[src/rtl/fifo_uart_tx_pkg.sv]
// Shared types and constants for the FIFO-drain UART transmitter.
//   utx_state_e      : transmitter FSM states (also exported as a debug port)
//   DEF_*            : default parameter values for the transmitter
//   FRAME_BITS       : line bits per frame at the default settings (no parity)
//   DEF_BAUD_W/BIT_W : counter widths derived from the defaults
package utx_pkg;

    typedef enum logic [2:0] {
        IDLE,
        POP,
        WAIT,
        START,
        DATA,
        PARITY,
        STOP
    } utx_state_e;

    localparam int DEF_CLKS_PER_BIT = 16;
    localparam int DEF_DATA_W       = 8;
    localparam int DEF_PARITY_EN    = 0;

    // start + data + optional parity + stop
    localparam int FRAME_BITS = 2 + DEF_DATA_W + DEF_PARITY_EN;

    localparam int DEF_BAUD_W = $clog2(DEF_CLKS_PER_BIT);
    localparam int DEF_BIT_W  = $clog2(DEF_DATA_W + 1);

endpackage

[src/rtl/fifo_uart_tx_if.sv]
// FIFO read-port bundle between the FIFO and its drain stage.
//   utx_fifo_empty_i : FIFO empty flag          (FIFO -> drain)
//   utx_fifo_data_i  : FIFO read data           (FIFO -> drain), valid the
//                      cycle after the FIFO samples rd_en
//   utx_fifo_rd_en_o : pop request              (drain -> FIFO)
// Handshake: the drain pops only when it has seen empty low; the FIFO
// samples rd_en on a rising edge and presents the popped word on the next
// cycle. There is no back-pressure from the FIFO side.
// master = drain stage (read-side master), slave = FIFO.
interface fifo_uart_tx_if #(
    parameter int DATA_W = 8
);
    logic              utx_fifo_empty_i;
    logic [DATA_W-1:0] utx_fifo_data_i;
    logic              utx_fifo_rd_en_o;

    modport master (
        input  utx_fifo_empty_i,
        input  utx_fifo_data_i,
        output utx_fifo_rd_en_o
    );

    modport slave (
        output utx_fifo_empty_i,
        output utx_fifo_data_i,
        input  utx_fifo_rd_en_o
    );
endinterface

[src/rtl/fifo_uart_tx_baud_cnt.sv]
// Bit-period counter for the UART transmitter.
//   clk_i  : clock
//   rst_i  : asynchronous active-high reset
//   clr_i  : synchronous clear (restarts the bit period)
//   tick_o : high on the last cycle of each CLKS_PER_BIT period
module utx_baud_cnt #(
    parameter int CLKS_PER_BIT = 16,
    parameter int CNT_W        = $clog2(CLKS_PER_BIT)
) (
    input  logic clk_i,
    input  logic rst_i,
    input  logic clr_i,
    output logic tick_o
);
    logic [CNT_W-1:0] cnt_q, cnt_d;

    assign tick_o = (cnt_q == CNT_W'(CLKS_PER_BIT - 1));

    always_comb begin
        cnt_d = cnt_q + 1'b1;
        if (clr_i || tick_o) begin
            cnt_d = '0;
        end
    end

    always_ff @(posedge clk_i or posedge rst_i) begin
        if (rst_i) begin
            cnt_q <= '0;
        end else begin
            cnt_q <= cnt_d;
        end
    end
endmodule

[src/rtl/fifo_uart_tx.sv]
// Drains a synchronous FIFO onto a UART-style serial line.
// Frame: start(0), DATA_W bits LSB-first, optional even parity, stop(1).
//   utx_clk_i   : clock, rising edge
//   utx_rst_i   : asynchronous active-high reset
//   utx_en_i    : transmit enable, only looked at in IDLE
//   fifo_if     : FIFO read port (master side: empty/data in, rd_en out)
//   utx_txd_o   : serial line, idles high, registered
//   utx_busy_o  : high outside IDLE
//   utx_done_o  : one-cycle pulse on the last cycle of the stop bit
//   utx_state_o : current FSM state (debug)
module fifo_uart_tx
    import utx_pkg::*;
#(
    parameter int CLKS_PER_BIT = DEF_CLKS_PER_BIT,
    parameter int DATA_W       = DEF_DATA_W,
    parameter int PARITY_EN    = DEF_PARITY_EN
) (
    input  logic          utx_clk_i,
    input  logic          utx_rst_i,
    input  logic          utx_en_i,
    fifo_uart_tx_if.master fifo_if,
    output logic          utx_txd_o,
    output logic          utx_busy_o,
    output logic          utx_done_o,
    output utx_state_e    utx_state_o
);
    localparam int BAUD_W = $clog2(CLKS_PER_BIT);
    localparam int BIT_W  = $clog2(DATA_W + 1);

    utx_state_e        state_q, state_d;
    logic [DATA_W-1:0] shift_q, shift_d;
    logic [BIT_W-1:0]  bit_cnt_q, bit_cnt_d;
    logic              parity_q, parity_d;
    logic              txd_q, txd_d;
    logic              rd_en_q, rd_en_d;
    logic              bit_tick;
    logic              baud_clr;

    // Restart the bit period on every state change so each timed state
    // lasts exactly CLKS_PER_BIT cycles from its first cycle.
    assign baud_clr = (state_d != state_q);

    utx_baud_cnt #(
        .CLKS_PER_BIT (CLKS_PER_BIT),
        .CNT_W        (BAUD_W)
    ) u_baud (
        .clk_i  (utx_clk_i),
        .rst_i  (utx_rst_i),
        .clr_i  (baud_clr),
        .tick_o (bit_tick)
    );

    always_comb begin
        state_d   = state_q;
        shift_d   = shift_q;
        bit_cnt_d = bit_cnt_q;
        parity_d  = parity_q;
        case (state_q)
            IDLE: begin
                if (utx_en_i && !fifo_if.utx_fifo_empty_i) begin
                    state_d = POP;
                end
            end
            POP: begin
                state_d = WAIT;
            end
            WAIT: begin
                // FIFO presents the popped word in this cycle.
                shift_d   = fifo_if.utx_fifo_data_i;
                parity_d  = ^fifo_if.utx_fifo_data_i;
                bit_cnt_d = '0;
                state_d   = START;
            end
            START: begin
                if (bit_tick) begin
                    state_d = DATA;
                end
            end
            DATA: begin
                if (bit_tick) begin
                    shift_d   = shift_q >> 1;
                    bit_cnt_d = bit_cnt_q + 1'b1;
                    if (bit_cnt_q == BIT_W'(DATA_W - 1)) begin
                        state_d = (PARITY_EN != 0) ? PARITY : STOP;
                    end
                end
            end
            PARITY: begin
                if (bit_tick) begin
                    state_d = STOP;
                end
            end
            STOP: begin
                if (bit_tick) begin
                    state_d = IDLE;
                end
            end
            default: begin
                state_d = IDLE;
            end
        endcase
    end

    // Line level and pop strobe are registered from the next state so they
    // line up with state_q and never glitch.
    always_comb begin
        txd_d = 1'b1;
        case (state_d)
            START:   txd_d = 1'b0;
            DATA:    txd_d = shift_d[0];
            PARITY:  txd_d = parity_d;
            default: txd_d = 1'b1;
        endcase
        rd_en_d = (state_d == POP);
    end

    always_ff @(posedge utx_clk_i or posedge utx_rst_i) begin
        if (utx_rst_i) begin
            state_q   <= IDLE;
            shift_q   <= '0;
            bit_cnt_q <= '0;
            parity_q  <= 1'b0;
            txd_q     <= 1'b1;
            rd_en_q   <= 1'b0;
        end else begin
            state_q   <= state_d;
            shift_q   <= shift_d;
            bit_cnt_q <= bit_cnt_d;
            parity_q  <= parity_d;
            txd_q     <= txd_d;
            rd_en_q   <= rd_en_d;
        end
    end

    assign fifo_if.utx_fifo_rd_en_o = rd_en_q;
    assign utx_txd_o   = txd_q;
    assign utx_busy_o  = (state_q != IDLE);
    assign utx_done_o  = (state_q == STOP) && bit_tick;
    assign utx_state_o = state_q;
endmodule

[src/flat_wrapper.sv]
// flat-port wrapper written by rule: the top's interface ports become plain ports
module fifo_uart_tx_flat import utx_pkg::*;
#(
    parameter int CLKS_PER_BIT = DEF_CLKS_PER_BIT,
    parameter int DATA_W       = DEF_DATA_W,
    parameter int PARITY_EN    = DEF_PARITY_EN
)
  (utx_clk_i, utx_rst_i, utx_en_i, utx_txd_o, utx_busy_o, utx_done_o, utx_state_o, fifo_if_utx_fifo_empty_i, fifo_if_utx_fifo_data_i, fifo_if_utx_fifo_rd_en_o);
  fifo_uart_tx_if #(.DATA_W(DATA_W)) fifo_if_i ();
  input  logic utx_clk_i;
  input  logic utx_rst_i;
  input  logic utx_en_i;
  output logic utx_txd_o;
  output logic utx_busy_o;
  output logic utx_done_o;
  output utx_state_e utx_state_o;
  input wire logic [$bits(fifo_if_i.utx_fifo_empty_i)-1:0] fifo_if_utx_fifo_empty_i;
  input wire logic [$bits(fifo_if_i.utx_fifo_data_i)-1:0] fifo_if_utx_fifo_data_i;
  output wire logic [$bits(fifo_if_i.utx_fifo_rd_en_o)-1:0] fifo_if_utx_fifo_rd_en_o;
  assign fifo_if_i.utx_fifo_empty_i = fifo_if_utx_fifo_empty_i;
  assign fifo_if_i.utx_fifo_data_i = fifo_if_utx_fifo_data_i;
  assign fifo_if_utx_fifo_rd_en_o = fifo_if_i.utx_fifo_rd_en_o;
  fifo_uart_tx #(.CLKS_PER_BIT(CLKS_PER_BIT), .DATA_W(DATA_W), .PARITY_EN(PARITY_EN)) u_core (.utx_clk_i(utx_clk_i), .utx_rst_i(utx_rst_i), .utx_en_i(utx_en_i), .fifo_if(fifo_if_i), .utx_txd_o(utx_txd_o), .utx_busy_o(utx_busy_o), .utx_done_o(utx_done_o), .utx_state_o(utx_state_o));
endmodule
[config.mk]
export PLATFORM = sky130hd
export DESIGN_NAME = fifo_uart_tx_flat
export DESIGN_NICKNAME = d
export VERILOG_FILES = /design/src/rtl/fifo_uart_tx_pkg.sv /design/src/rtl/fifo_uart_tx_if.sv /design/src/rtl/fifo_uart_tx_baud_cnt.sv /design/src/rtl/fifo_uart_tx.sv /design/src/flat_wrapper.sv
export SDC_FILE = /design/constraint.sdc
export NUM_CORES = 1
export LEC_CHECK = 0
export ABC_AREA = 1
export ABC_CLOCK_PERIOD_IN_PS = 4200
export BUFFER_PORTS_ARGS = -buffer_cell sky130_fd_sc_hd__buf_4
export CAP_MARGIN = 20
export CORE_ASPECT_RATIO = 0.75
export CORE_UTILIZATION = 33
export CTS_CLUSTER_SIZE = 12
export DETAILED_ROUTE_END_ITERATION = 6
export MAX_ROUTING_LAYER = met4
export PLACE_DENSITY = 0.57
export SLEW_MARGIN = 15
export SYNTH_ARGS = -nofsm -noshare
export SYNTH_HDL_FRONTEND = slang
export SYNTH_SLANG_ARGS = --single-unit
[constraint.sdc]
create_clock -name utx_clk_i -period 4.2 [get_ports utx_clk_i]
set_input_delay 1.05 -clock utx_clk_i [delete_from_list [all_inputs] [get_ports utx_clk_i]]
set_output_delay 1.05 -clock utx_clk_i [all_outputs]
set_load 0.01 [all_outputs]
* After elaboration in Yosys (flattened, before gate mapping)
Cells that the tools add are included.
Operators by class: muxes and demuxes 14, add/sub/neg operators 2, eq/ne operators 14, reductions and logical operators 9
Operators with widths (number):
- $pmux W3 S7 | 1
- $mux W3 | 6
- $pmux W8 S2 | 1
- $eq A3 B3 Y1 const B | 5
- $eq A3 B2 Y1 const B | 3
- $add A4 B1 Y4 const B | 2
- $mux W4 | 2
- $mux W8 | 1
- $pmux W4 S2 | 1
- $reduce_xor A8 Y1 | 1
- $eq A3 B1 Y1 const B | 2
- $eq A4 B3 Y1 const B | 1
- $eq A4 B4 Y1 const B | 1
- $logic_not A3 Y1 | 1
- $ne A3 B3 Y1 | 1
- $pmux W1 S3 | 1
- $reduce_bool A3 Y1 | 1
- $logic_and A1 B1 Y1 | 2
- $ne A2 B1 Y1 const B | 1
- $reduce_and A2 Y1 | 1
- $reduce_bool A2 Y1 | 1
- $logic_not A1 Y1 | 1
- $logic_or A1 B1 Y1 | 1
- $mux W1 | 1
Storage, ports and cells: input port bits 12, word-level logic and storage cells 47, register bits after elaboration 22, output and inout bits 7

* Depth between registers and ports, before layout
Gate-level depths: netlist of run 1.
depth after elaboration 7, mapped depth 11, gate-level depth less buffers 11

* Modules after synthesis
Synthesis of run 1 repeated with hierarchy kept, for this count alone.
Unflattened totals: cells, all modules 188, area total of the unflattened synthesis 1385.1 sq um
Modules (own cells, without submodules):
- fifo_uart_tx | area an instance 1188.6 sq um, instances 1, sequential area each 451.7 sq um, cells each 168
- utx_baud_cnt | area an instance 196.4 sq um, instances 1, sequential area each 100.1 sq um, cells each 20

* Worst setup path after synthesis of run 1
OpenSTA, ideal clock, no wires.
path kind reg2out, start reg u_core.u_baud.cnt_q[0], end out utx_done_o, path slack 2.226 ns, buffers on the path 0, arrival 0.924 ns, data required time 3.150 ns, stages on the path, launching flop included 4, cells stage by stage dfrtp_1 -> ha_1 -> nand3_4 -> nor2_1
Between the ends: word-level cells in the longest chain between the ends 2
RTL lines:
- start: declaration | RTL line fifo_uart_tx_baud_cnt.sv:15 | logic [CNT_W-1:0] cnt_q, cnt_d;
- start signal: assignment | RTL line fifo_uart_tx_baud_cnt.sv:30 | cnt_q <= cnt_d;
- $eq A4 B4 Y1 | RTL line fifo_uart_tx_baud_cnt.sv:17 | assign tick_o = (cnt_q == CNT_W'(CLKS_PER_BIT - 1));
- $logic_and A1 B1 Y1 | RTL line fifo_uart_tx.sv:138 | assign utx_done_o = (state_q == STOP) && bit_tick;
- end: declaration | RTL line flat_wrapper.sv:15 | output logic utx_done_o;
Every way passes these cells.

* Worst setup path after layout of run 1
Ends and elaborated chain as after synthesis.

==> flow_metrics.tcl, run 1 <==
set metrics [dict create \
    status "completed" \
    clk_latency_ns 0.26 \
    startpoint "u_core.u_baud.cnt_q[0]" \
    p_int_uw 319 \
    hp-start "u_core.u_baud.cnt_q[0]" \
    ioPinCount 19 \
    max_freq_mhz 424 \
    post-route-period-util 0.561 \
    synth_area_leaders "dfrtp_1, nand2_1, inv_1" \
    h-tree-depth 1 \
    postCtsSetupBuffers 0 \
    min_period_ns 2.36 \
    grt-busiest-layer "met1" \
    finalClockSkew_ns 0.00586 \
    tightest_slew_ns 0.798 \
    clockRootBuffer "clkbuf_8" \
    synth-seq-cells 22 \
    synth_nets 201 \
    dpl.cell_count 254 \
    rsz0062_at_grt "no" \
    synth.top_cell.area_share 0.393 \
    synth_top_area_cell "dfrtp_1" \
    cp-end-kind "output port" \
    r2r_slack_ns 2.16 \
    hp-class "reg -> reg" \
    timing.final.ws_setup_ns 1.84 \
    slowest_delay_ns 0.37 \
    worstPathArrival_ns 1.31 \
    crit_family "flip-flops" \
    final_antenna_net_count 0 \
    wire_per_inst_um 9.65 \
    die_h_um 57.2 \
    synth-edff-count 0 \
    fill_cells 383 \
    grt_pass1_wl_um 4590 \
    holdWs_ns 0.458 \
    crit_slowest_cell "dfrtp_1" \
    areaGrowthSynthToFinish_pct 17.0 \
    grt_max_degree 23 \
    fin_tns_setup_ns 0 \
    portBuffers 18 \
    synthesis.area_um2 1340 \
    nets 221 \
    clockBufferDepth 2 \
    antenna_found_initial 0 \
    power_uw 408 \
    core_area_um2 3780 \
    ys_warn_count 0 \
    synth.distinct_cells 26 \
    peakVddDrop_mv 0.117 \
    drt_drc_violations_left 0 \
    dieArea_um2 4320 \
    ys.flop_type "dfrtp_1" \
    avgSynthCellArea_um2 7.16 \
    critPathKind "reg -> out" \
    worst-path-buf-inv 1 \
    p_leak_nw 0.864 \
    setup_violations 0 \
    p_sw_uw 89.7 \
    track_usage 0.146 \
    synth_top_cells_by_count "nand2_1, inv_1, nor2_1" \
    via_per_inst 4.30 \
    yosysMostFrequentCell "nand2_1" \
    slew_headroom 0.468 \
    regToRegStartpoint "u_core.utx_state_o[0]" \
    synth_seq_area_share 0.412 \
    grt_pass1_vias 1048 \
    fin_util 0.414 \
    cp-start-kind "register" \
    met3_usage 0.0424 \
    dr.pass1.iters 4 \
    antenna_cells 0 \
    async_flop_share 1.00 \
    rows 19 \
    maxCapViolCount 0 \
    dp_hpwl_um 1940 \
    cts_resized 0 \
    ctsHoldBuffers 0 \
    via_count 1109 \
    place_ws_ns 2.13 \
    clock_sinks 22 \
    start_util 0.354 \
    die_x_um 75.5 \
    cts.reportedPaths.clkPinSlew_ns 0.07 \
    slew_viol_final 0 \
    p_sw_frac 0.220 \
    final_layout_size_suffix_gt1_frac 0.165 \
    syn_inst 187 \
    path_cells "ha_1 -> nand3_4 -> nor2_1 -> buf_4" \
    worst_ep_required_time_ns 3.15 \
    met2_usage 0.196 \
    cts_made_buffers 3 \
    seq_power_share 0.537 \
    p_per_area_nw_per_um2 261 \
    finalNonFillerCells 258 \
    power.share.clock 0.361 \
    drtIter0Drc 31 \
    fin_area_um2 1570 \
    cts_tree "yes" \
    grt_use_met1 0.208 \
    dpl_cell_area_um2 1510 \
    hold_viol 0 \
    path_max_fanout 6 \
    gp_congestion 0.771 \
    wirelength_um 2490 \
    grt_overflow 0 \
    power.share.combinational 0.102 \
]
==> flip-flops by register name, indices dropped and copies added, names as in the netlist <==
signal                           count
u_core.u_baud.cnt_q                  4
u_core.shift_q                       8
u_core.parity_q                      1
u_core.utx_state_o                   3
u_core.utx_txd_o                     1
u_core.fifo_if.utx_fifo_rd_en_o      1
u_core.bit_cnt_q                     4
==> per-layer routing <==
| metal | vias to the layer above | part of all wire |
|---|---|---|
| met5 | - | 0 |
| met4 | 0 | 0.014 |
| met3 | 5 | 0.027 |
| met2 | 12 | 0.41 |
| met1 | 476 | 0.55 |
| li1 | 616 | - |
==> placed cells by master (no fill, tap or decap), types with 2 or more instances in the layout <==
| cell | count |
|---|---|
| dfrtp_1 | 21 |
| a21oi_1 | 2 |
| nor3_1 | 4 |
| nor2_2 | 2 |
| o21ai_0 | 3 |
| nand2_1 | 64 |
| nand3_2 | 3 |
| xnor2_1 | 2 |
| ha_1 | 2 |
| buf_4 | 18 |
| inv_2 | 2 |
| a22oi_1 | 5 |
| nand3_1 | 12 |
| inv_1 | 27 |
| nor2_1 | 24 |
| o21ai_1 | 2 |
| clkbuf_8 | 4 |
==> layout make-up <==
class | count | area [um^2] | share of cell area
timing repair buffer | 18 | 135 | 0.0863
clock buffer | 4 | 55.1 | 0.0351
tap | 52 | 65.1 | 0.0415
sequential | 22 | 552 | 0.352
inverter | 29 | 109 | 0.0695
multi-input combinational | 133 | 651 | 0.415
==> worst reg2reg max path: stages (launching register included) <==
cell and delay, ns:
dfrtp_1 0.52, inv_1 0.11, nand3_2 0.14, inv_1 0.20, nor2_1 0.61, nand2_1 0.14, nand3_2 0.10, nand3_1 0.07
nand3_1 0.09
==> cell families after synthesis <==
logic type                 count (synthesis)  synth area share
DFF                                       22             0.412
buffers and inverters                     32             0.102
and+or+nand+nor                          113             0.376
AOI/OAI and AO/OA                         15            0.0720
adders and majority gates                  2            0.0187
xor gates and xnor gates                   3            0.0196
==> power by group through the flow <==
stage               Sequential [mW]  Clock (mW)  Combinational, mW
global route                  0.220       0.169             0.0502
finish                        0.219       0.148             0.0415
floorplan                     0.223           0             0.0253
detailed placement            0.223           0             0.0426
global placement              0.223           0             0.0417
CTS                           0.219       0.155             0.0426
==> final timing paths <==
kind                                                to  cells after the start
min in group asynchronous            u_core.shift_q[0]                      2
worst max-delay path                        utx_done_o                      4
worst min register to register  u_core.u_baud.cnt_q[0]                      1
worst max register to register        u_core.utx_txd_o                      8
max in group asynchronous       u_core.u_baud.cnt_q[1]                      2
worst min-delay path            u_core.u_baud.cnt_q[0]                      1
No activity file was read; power rests on OpenSTA's default activity.
==> run 2, diff against run 1 <==
- ABC_CLOCK_PERIOD_IN_PS: 4200 -> 2350
- clock period: 4.2 -> 2.35 ns (I/O delays scaled with it)
==> run 2 against run 1 <==
Effect of this change: non-clock buffer count is 2 higher; combinational power is 82% higher; highest routed layer unchanged; clock skew is 0.0031 ns lower; largest cell class unchanged; final cell count is 0.78% higher; die area stayed put; count of clock-buffer cells in the layout stayed put; worst hold slack worse by 0.096 ns; critical endpoint unchanged.
==> flow_metrics.tcl, run 2 (synthesized netlist as in run 1, its figures left out) <==
set metrics [dict create \
    status "completed" \
    slew_headroom 0.564 \
    path_max_fanout 6 \
    wire_per_inst_um 9.67 \
    dieArea_um2 4320 \
    clock_sinks 22 \
    areaGrowthSynthToFinish_pct 17.4 \
    core_area_um2 3780 \
    met2_usage 0.198 \
    power_uw 701 \
    clockRootBuffer "clkbuf_8" \
    rows 19 \
    drtIter0Drc 42 \
    reg2reg_depth 8 \
    dr.pass1.iters 4 \
    tightest_slew_ns 0.652 \
    path_cells "ha_1 -> nand3_4 -> nor2_1 -> buf_4" \
    cts_tree "yes" \
    rsz0062_at_grt "no" \
    post-route-period-util 0.804 \
    grt_overflow 0 \
    regToRegStartpoint "u_core.u_baud.cnt_q[0]" \
    track_usage 0.141 \
    critPathKind "reg -> out" \
    peakVddDrop_mv 0.322 \
    met3_usage 0.0371 \
    min_period_ns 1.89 \
    setup_violations 0 \
    r2r_end "u_core.utx_txd_o" \
    cts_resized 0 \
    cp-end-kind "output port" \
    worst_ep_required_time_ns 1.76 \
    clockBufferDepth 2 \
    h-tree-depth 1 \
    die_h_um 57.2 \
    dp_hpwl_um 1980 \
    p_leak_nw 0.868 \
    grt_max_degree 23 \
    seq_power_share 0.559 \
    p_int_uw 542 \
    reg_top3 "u_core.shift_q x8, u_core.bit_cnt_q x4, u_core.u_baud.cnt_q x4" \
    grt_use_met1 0.202 \
    hp-class "in -> async" \
    power.share.combinational 0.108 \
    crit_end "utx_done_o" \
    fin_tns_setup_ns 0 \
    ctsHoldBuffers 0 \
    final_cell_mix "nand2_1, inv_1, nor2_1, dfrtp_1, buf_4" \
    power.share.clock 0.333 \
    worstPathArrival_ns 1.30 \
    startpoint "u_core.u_baud.cnt_q[0]" \
    p_sw_uw 159 \
    portBuffers 18 \
    antenna_cells 0 \
    slew_viol_final 0 \
    finalClockSkew_ns 0.00280 \
    grt_pass1_vias 1032 \
    slowest_delay_ns 0.37 \
    grt_pass1_wl_um 4400 \
    clk_latency_ns 0.26 \
    start_util 0.354 \
    antenna_found_initial 0 \
    ioPinCount 19 \
    cp-start-kind "register" \
    gp_congestion 0.888 \
    final_antenna_net_count 0 \
    postCtsSetupBuffers 0 \
    cts_made_buffers 3 \
    hold_viol 0 \
    wirelength_um 2520 \
    final_common_cell "nand2_1" \
    crit_slowest_cell "dfrtp_1" \
    fill_cells 406 \
    die_x_um 75.5 \
    via_count 1130 \
    p_sw_frac 0.226 \
    drt_drc_violations_left 0 \
    largest-register "u_core.shift_q" \
    grt-busiest-layer "met1" \
    nets 223 \
    cts.reportedPaths.clkPinSlew_ns 0.07 \
    via_per_inst 4.35 \
    final_layout_size_suffix_gt1_frac 0.168 \
    p_per_area_nw_per_um2 446 \
    maxCapViolCount 0 \
    largest_register_ffs 8 \
    max_freq_mhz 530 \
    r2r_slack_ns 0.51 \
]
run 2: per-stage QoR:
step | util | instances | hold WS (ns) | setup slack, ns | instance area, um^2
6_report | 0.416 | 260 | 0.361 | 0.461 | 1570
5_1_grt | 0.416 | 260 | 0.391 | 0.359 | 1570
4_1_cts | 0.416 | 260 | 0.366 | 0.439 | 1570
3_5_place_dp | 0.404 | 256 | 0.462 | 0.533 | 1530
3_3_place_gp | 0.404 | 256 | 0.449 | 0.585 | 1530
2_1_floorplan | - | 187 | 0.433 | 0.838 | 1340
run 2: layout make-up:
class | count | area [um^2] | share of cell area
inverters | 29 | 109 | 0.0693
well taps | 52 | 65.1 | 0.0414
flip-flops and latches | 22 | 552 | 0.351
multi-input cells | 133 | 651 | 0.414
clock buffers | 4 | 45.0 | 0.0287
repair buffers | 20 | 150 | 0.0955
run 2: metal layers:
layer	part of all wire	wire, um	vias to the layer above
li1	-	-	620
met1	0.53	1340	492
met2	0.41	1040	16
met3	0.045	113	2
met4	0.0087	22	0
met5	0	0	-
run 2: worst min path at each step:
| stage | from | to | slack, ns | depth (start not counted) |
|---|---|---|---|---|
| final | utx_rst_i | u_core.shift_q[0] | 0.36 | 3 |
| after global routing | utx_rst_i | u_core.u_baud.cnt_q[0] | 0.39 | 3 |
| after CTS | utx_rst_i | u_core.utx_state_o[2] | 0.37 | 3 |
| after detailed placement | u_core.u_baud.cnt_q[0] | u_core.u_baud.cnt_q[0] | 0.46 | 1 |
| after global placement | u_core.u_baud.cnt_q[0] | u_core.u_baud.cnt_q[0] | 0.45 | 1 |
| after floorplan | u_core.u_baud.cnt_q[0] | u_core.u_baud.cnt_q[0] | 0.43 | 1 |
run 2: power groups by stage:
| stage | Combinational [mW] | Sequential, mW | Clock, mW |
|---|---|---|---|
| 5_1_grt | 0.0911 | 0.393 | 0.263 |
| 6_report | 0.0755 | 0.392 | 0.234 |
| 3_3_place_gp | 0.0774 | 0.399 | 0 |
| 4_1_cts | 0.0775 | 0.392 | 0.247 |
| 3_5_place_dp | 0.0773 | 0.399 | 0 |
| 2_1_floorplan | 0.0452 | 0.399 | 0 |
run 2: critical path, delay by kind of cell (launching register included):
| kind | cells | cell delay (ns) |
|---|---|---|
| buf+inv | 1 | 0.13 |
| simple gates | 2 | 0.28 |
| flops | 1 | 0.37 |
| fa+ha+maj | 1 | 0.26 |
==> run 3, diff against run 2 <==
- ABC_CLOCK_PERIOD_IN_PS: 2350 -> 1950
- clock period: 2.35 -> 1.95 ns (I/O delays scaled with it)
==> run 3 against run 2 <==
Effect of this change: critical path type unchanged; critical endpoint unchanged; via count down 0.27%; critical path depth unchanged; combinational power up 22%; sequential share of layout area unchanged; worst hold slack worse by 0.097 ns; global-route usage up 0.69 points; register-to-register slack worse by 0.20 ns; worst setup slack worse by 0.29 ns.
==> flow_metrics.tcl, run 3 (synthesized netlist as in run 1, its figures left out) <==
set metrics [dict create \
    via_count 1127 \
    max_freq_mhz 563 \
    die_x_um 75.5 \
    cts_resized 0 \
    track_usage 0.147 \
    critPathKind "reg -> out" \
    r2r_slack_ns 0.31 \
    clk_latency_ns 0.26 \
    grt_overflow 0 \
    finalClockSkew_ns 0.00257 \
    p_per_area_nw_per_um2 541 \
    holdWs_ns 0.264 \
    drt_drc_violations_left 0 \
    cp-end-kind "output port" \
    slew_headroom 0.751 \
    areaGrowthSynthToFinish_pct 17.4 \
    largest-register "u_core.shift_q" \
    clock_sinks 22 \
    cts.reportedPaths.clkPinSlew_ns 0.08 \
    postCtsSetupBuffers 0 \
    start_util 0.354 \
    final_common_cell "nand2_1" \
    die_h_um 57.2 \
    dp_hpwl_um 2030 \
    rows 19 \
    final_cell_mix "nand2_1, inv_1, nor2_1, dfrtp_1, buf_4" \
    min_period_ns 1.78 \
    ctsHoldBuffers 0 \
    maxCapViolCount 0 \
    portBuffers 18 \
    via_per_inst 4.33 \
    final_layout_size_suffix_gt1_frac 0.168 \
    final_antenna_net_count 0 \
    h-tree-depth 1 \
    nets 223 \
    timing.final.ws_setup_ns 0.174 \
    dpl_cell_area_um2 1530 \
    slew_viol_final 0 \
    grt_max_degree 23 \
    place_ws_ns 0.325 \
    grt_pass1_vias 1013 \
    setup_violations 0 \
    drtIter0Drc 87 \
    tightest_slew_ns 0.372 \
    p_leak_nw 0.868 \
    dpl.cell_count 256 \
    cts_tree "yes" \
    antenna_found_initial 0 \
    worst_ep_required_time_ns 1.46 \
    regToRegStartpoint "u_core.utx_state_o[0]" \
    reg2reg_depth 7 \
    reg_top3 "u_core.shift_q x8, u_core.bit_cnt_q x4, u_core.u_baud.cnt_q x4" \
    peakVddDrop_mv 0.334 \
    power_uw 850 \
    finalNonFillerCells 260 \
    r2r_end "u_core.shift_q[5]" \
    wire_per_inst_um 9.92 \
    clockRootBuffer "clkbuf_8" \
    cp-start-kind "register" \
    dr.pass1.iters 4 \
    ioPinCount 19 \
    hp-class "in -> async" \
    cts_made_buffers 3 \
    core_area_um2 3780 \
    fin_area_um2 1570 \
    antenna_cells 0 \
    hold_viol 0 \
    fin_util 0.416 \
    dieArea_um2 4320 \
    path_max_fanout 6 \
    largest_register_ffs 8 \
    wirelength_um 2580 \
    grt_pass1_wl_um 4580 \
    worstPathArrival_ns 1.29 \
    status "completed" \
    rsz0062_at_grt "no" \
    post-route-period-util 0.911 \
    gp_congestion 0.847 \
    clockBufferDepth 2 \
    fin_tns_setup_ns 0 \
]
## run 3: cell counts in the layout (fill, tap and decap cells not counted)
Identical to the previous run, type by type.
## run 3: layer usage
layer,vias up,GRT usage,share of wire
li1,619,-,-
met1,489,0.227,0.56
met2,17,0.193,0.39
met3,2,0.0318,0.038
met4,0,0.0397,0.010
met5,-,-,0
## run 3: worst max-delay path, cell delays in order, from the launching register on
cell and delay, ns:
dfrtp_1 0.37, ha_1 0.25, nand3_4 0.15, nor2_1 0.13, buf_4 0.12
## run 3: where the power goes
part / total [mW] / internal, mW / switching, mW / leakage, nW
clock: 0.285 / 0.145 / 0.139 / 0.0228
sequential: 0.473 / 0.468 / 0.00468 / 0.256
combinational: 0.0921 / 0.0403 / 0.0519 / 0.589
## run 3: area by class of cell
| type | count | area [um^2] |
|---|---|---|
| well taps | 52 | 65.1 |
| fillers | 384 | 2210 |
| repair buffers | 20 | 150 |
| multi-input cells | 133 | 651 |
| inverters | 29 | 109 |
| flip-flops and latches | 22 | 552 |
| clock buffers | 4 | 45.0 |
## run 3: worst max-delay path by stage
stage                         to                   start  slack, ns  cells after the start
5_1_grt               utx_done_o  u_core.u_baud.cnt_q[0]       0.08                      4
2_1_floorplan         utx_done_o  u_core.u_baud.cnt_q[0]       0.54                      3
3_5_place_dp   u_core.shift_q[5]   u_core.utx_state_o[0]       0.32                      7
6_report              utx_done_o  u_core.u_baud.cnt_q[0]       0.17                      4
3_3_place_gp   u_core.shift_q[5]   u_core.utx_state_o[0]       0.33                      7
4_1_cts               utx_done_o  u_core.u_baud.cnt_q[0]       0.15                      4
